===== src/rtl/miner_slave_if.sv =====
// Register slave for the mining core: shadow target/header, control/status FSM, found-nonce capture.
// Writes take effect on the edge; read data is registered (1 cycle); no backpressure, always ready.
module miner_slave_if #(
  parameter int TARGET_WORDS = 8,
  parameter int MSG_WORDS    = 19
) (
  input  logic                      clk,
  input  logic                      n_rst,
  input  logic [4:0]                slaveAddr,
  input  logic [31:0]               slaveWriteData,
  input  logic                      slaveWrite,
  input  logic                      slaveRead,
  input  logic                      slaveChipSelect,
  output logic [31:0]               slaveReadData,
  output logic [TARGET_WORDS*32-1:0] target,
  output logic [MSG_WORDS*32-1:0]    header,
  output logic                      startMine,
  input  logic                      coreFound,
  input  logic [31:0]               coreNonce
);

  localparam int CTRL_ADDR  = 1;
  localparam int TGT_BASE   = 2;
  localparam int NONCE_ADDR = TGT_BASE + TARGET_WORDS;
  localparam int HDR_BASE   = NONCE_ADDR + 1;

  typedef enum logic [1:0] {
    ST_IDLE   = 2'd0,
    ST_READY  = 2'd1,
    ST_MINING = 2'd2,
    ST_FOUND  = 2'd3
  } state_t;

  state_t                    state_q, state_d;
  logic                      tgt_valid;
  logic [31:0]               nonce_q;
  logic [TARGET_WORDS*32-1:0] shadow_tgt;
  logic [MSG_WORDS*32-1:0]    shadow_hdr;
  logic [31:0]               rd_word;

  logic wr_en, rd_en, ctrl_wr, tgt_load, start_go, found_hit;

  assign wr_en    = slaveChipSelect && slaveWrite;
  assign rd_en    = slaveChipSelect && slaveRead;
  assign ctrl_wr  = wr_en && (slaveAddr == 5'(CTRL_ADDR));
  assign tgt_load = ctrl_wr && slaveWriteData[0];
  // A start in the same write as a load is valid even before tgt_valid is set.
  assign start_go = ctrl_wr && slaveWriteData[1] && (tgt_valid || slaveWriteData[0]);

  always_ff @(posedge clk or negedge n_rst) begin
    if (!n_rst) state_q <= ST_IDLE;
    else        state_q <= state_d;
  end

  always_comb begin
    state_d   = state_q;
    found_hit = 1'b0;
    if (start_go) begin
      state_d = ST_MINING;
    end else if (tgt_load && state_q == ST_IDLE) begin
      state_d = ST_READY;
    end else if (state_q == ST_MINING && coreFound) begin
      state_d   = ST_FOUND;
      found_hit = 1'b1;
    end
  end

  // Shadow register file, only touched by bus writes.
  always_ff @(posedge clk or negedge n_rst) begin
    if (!n_rst) begin
      shadow_tgt <= '0;
      shadow_hdr <= '0;
    end else if (wr_en) begin
      for (int i = 0; i < TARGET_WORDS; i++) begin
        if (slaveAddr == 5'(TGT_BASE + i)) shadow_tgt[i*32 +: 32] <= slaveWriteData;
      end
      for (int i = 0; i < MSG_WORDS; i++) begin
        if (slaveAddr == 5'(HDR_BASE + i)) shadow_hdr[i*32 +: 32] <= slaveWriteData;
      end
    end
  end

  always_ff @(posedge clk or negedge n_rst) begin
    if (!n_rst) begin
      target    <= '0;
      header    <= '0;
      tgt_valid <= 1'b0;
      nonce_q   <= '0;
      startMine <= 1'b0;
    end else begin
      startMine <= start_go;
      if (tgt_load) begin
        target    <= shadow_tgt;
        tgt_valid <= 1'b1;
      end
      if (start_go) begin
        header  <= shadow_hdr;
        nonce_q <= '0;
      end else if (found_hit) begin
        nonce_q <= coreNonce;
      end
    end
  end

  always_comb begin
    rd_word = '0;
    if (slaveAddr == 5'd0)              rd_word = {30'b0, state_q};
    if (slaveAddr == 5'(NONCE_ADDR))    rd_word = nonce_q;
    for (int i = 0; i < TARGET_WORDS; i++) begin
      if (slaveAddr == 5'(TGT_BASE + i)) rd_word = shadow_tgt[i*32 +: 32];
    end
    for (int i = 0; i < MSG_WORDS; i++) begin
      if (slaveAddr == 5'(HDR_BASE + i)) rd_word = shadow_hdr[i*32 +: 32];
    end
  end

  // Read data holds its last value between reads; a same-edge write is not yet visible.
  always_ff @(posedge clk or negedge n_rst) begin
    if (!n_rst)     slaveReadData <= '0;
    else if (rd_en) slaveReadData <= rd_word;
  end

endmodule


===== config.mk =====
export PLATFORM = sky130hd
export DESIGN_NAME = miner_slave_if
export DESIGN_NICKNAME = d
export VERILOG_FILES = /design/src/rtl/miner_slave_if.sv
export SDC_FILE = /design/constraint.sdc
export NUM_CORES = 2
export LEC_CHECK = 0
export CAP_MARGIN = 20
export CORE_AREA = 2 2 379 381
export CTS_CLUSTER_SIZE = 12
export DETAILED_ROUTE_END_ITERATION = 8
export DIE_AREA = 0 0 381 383
export PLACE_DENSITY = 0.73
export RECOVER_POWER = 50
export SYNTH_ARGS = -nofsm -noshare
export SYNTH_HDL_FRONTEND = slang
export SYNTH_SLANG_ARGS = --single-unit

===== constraint.sdc =====
create_clock -name clk -period 5.19 [get_ports clk]
set_clock_uncertainty 0.1 [all_clocks]
set_input_delay 0.7785 -clock clk [delete_from_list [all_inputs] [get_ports clk]]
set_output_delay 0.7785 -clock clk [all_outputs]
set_load 0.03 [all_outputs]

==> results_dict.tcl <==
set metrics [dict create \
    drive_gt1_share_pct 31.65 \
    post_cts_buffers 0 \
    startpoint_type "primary input" \
    synthCells 5414 \
    p_leak_nw 44.41 \
    synth_nets 5489 \
    clock_path_buffers 3 \
    root_buffer "clkbuf_16" \
    die_h_um 383 \
    grt_pass1_vias 53250 \
    cts_tree "yes" \
    drt_iter0_drc 6376 \
    grt_antenna_before_repair 27 \
    portBuffers 971 \
    final_cells 8346 \
    synthMuxAreaShare_pct 26.78 \
    gp_congestion 0.9574 \
    synthSimpleGateAreaFrac_pct 4.230 \
    pre_cts_slack_ns 0.6515 \
    vias_per_cell 6.470 \
    finalSetupViolations 0 \
    fin_setup_tns_ns 0 \
    clock_latency_ns 0.83 \
    fin_crit_sh_pct 87.12 \
    synthTopCellsByArea "dfrtp_1, mux2_2, mux2_1, o21ai_0, buf_2" \
    clkSlewWorstSetupHoldPaths_ns 0.06 \
    grt_pass1_wl_um 421600 \
    arrival_ns 5.12 \
    grt_max_degree 149 \
    ant_nets 0 \
    drt_first_pass_iters 6 \
    hold_path.class "register to register" \
    die_w_um 381 \
    overflow 0 \
    synth-async-reset-ratio_pct 100.0 \
    h-tree-depth 4 \
    wl_per_cell_um 36.37 \
    worstPathMaxFanout 48 \
    yosysTopAreaCell "dfrtp_1" \
    synth_compound_area_share_pct 6.448 \
    min_path_cells 1 \
    reg2reg_depth 4 \
    num_io_pins 972 \
    num_rows 139 \
    yosys-top-cells-count "dfrtp_1, mux2_2, o21ai_0, nand2_1, buf_2" \
    nNetsFinal 6382 \
    tightest_slew_ns 2.630 \
    synth.distinct_cells 81 \
    ys_seq_area_share_pct 59.68 \
    track_usage_pct 41.20 \
    dp.cells 8022 \
    vdd_ir_drop_max_mv 0.3168 \
    p_per_area_mw_per_mm2 356.0 \
    synth_xor_xnor_area_share_pct 0 \
    syn_area_sq_mm 0.07531 \
    period_needed_ns 4.521 \
    drc_errors 0 \
    multiInputGateArea_sq_mm 0.02841 \
    route.met3.wl_um 30430 \
    rsz0062_at_grt "false" \
    ys_seq_elements 1796 \
    synth_flop_cell "dfrtp_1" \
    highest_layer "met5" \
    synth_top_family_by_area "multiplexers" \
    violations "max-capacitance violations, max-slew violations" \
    cts.sinks 1796 \
    criticalPathCategory "primary input to register" \
    required_ns 5.79 \
    cts_made_buffers 184 \
    synthAdderAreaFrac_pct 0 \
    final_max_slew_viol_count 962 \
    synth_edf_count 0 \
    status "finished, violations left" \
    coreArea_sq_mm 0.1423 \
    max_cap_violations 21 \
    wl_met2_um 137600 \
    drt-met1-wl_um 113500 \
    slew_headroom_pct -75.96 \
    vias 54000 \
    floorplan.initialDensity_pct 52.94 \
    end_kind "register" \
    syn2layout_area_growth_pct 22.91 \
    synth_top_area_share_pct 59.68 \
    fillCellCount 10780 \
    dp.final_hpwl_um 218700 \
    regArea_sq_mm 0.04494 \
    avgSynthCellArea_sq_um 13.91 \
    wl_um 303500 \
    max_freq_mhz 221.2 \
    yosys_warnings 0 \
    finalHoldViolCount 0 \
    dieArea_sq_mm 0.1459 \
    synth_most_common_cell "dfrtp_1" \
    reg2reg_slack_ns 1.55 \
    worst_slack_ns 0.6686 \
]
per-stage QoR:
step                      hold slack [ns]  power (W)  instance area [sq um]  utilization [%]
after floorplan                    0.3288    0.01790                  75310                -
after global placement             0.3477    0.02003                  86910            61.09
after detailed placement           0.3564    0.02014                  86940            61.11
after CTS                          0.3749    0.03292                  92740            65.19
after global routing               0.3929    0.03381                  92540            65.05
final                              0.3766    0.03296                  92560            65.06
logic make-up after synthesis:
family | count (synthesis)
AO/OA/AOI/OAI | 751
buffers and inverters | 433
flip-flops | 1796
multiplexers | 1795
AND/OR/NAND/NOR | 639
power breakdown:
group          internal [W]  switching [W]
registers            0.0152        0.00136
clock network       0.00740        0.00556
logic               0.00141        0.00207
worst paths after layout:
kind / start / end
max: slaveAddr[0] / shadow_tgt[108]
max reg2reg: tgt_valid / header[31]
min in group asynchronous: n_rst / target[153]
min: header[532] / header[532]
max in group asynchronous: n_rst / header[64]
min reg2reg: header[532] / header[532]
cells in the final DEF (no fill, tap or decap), types with 37 or more instances in the layout:
cell and count:
mux2i_1 52, clkbuf_1 76, buf_4 112, dlygate4sd3_1 266, o22ai_1 57, nand2_1 211, nor2_1 107, clkdlybuf4s50_1 668
mux2_2 1529, o221ai_1 37, dfrtp_1 1796, clkbuf_16 192, o21ai_0 230, a21oi_1 152, mux2_1 212, nand3_1 121
clkbuf_8 39
worst max-delay path: stages:
cell	delay [ns]
buf_8	0.32
and2b_1	0.20
buf_4	0.32
nand3_1	0.17
clkbuf_1	0.29
nor2_1	1.98
buf_4	0.51
mux2_2	0.36
flip-flops by register name (all words and copies together) (netlist names):
signal / flops
slaveReadData: 32
target: 256
tgt_valid: 1
nonce_q: 32
shadow_tgt: 256
startMine: 1
state_q: 2
shadow_hdr: 608
header: 608
final cells by class:
type / count / area share, %
tap: 1903 / 2.572
sequential: 1796 / 48.55
clock inverter: 23 / 0.2555
multi-input combinational: 3185 / 30.69
inverter: 8 / 0.03244
timing repair buffer: 1132 / 11.86
clock buffer: 288 / 6.002
antenna: 11 / 0.02974
timing repair:
item,4_1_cts,5_1_grt
gates resized for setup,0,0
hold buffers,1,0
endpoints found under the hold margin,87,0
layer usage:
metal / vias to the layer above / global-route usage (%)
met1: 28520 / 52.63
li1: 21450 / -
met5: - / 0
met2: 3223 / 63.14
met3: 797 / 11.31
met4: 10 / 24.47
Note: power is estimated with default switching activity, not from simulation.
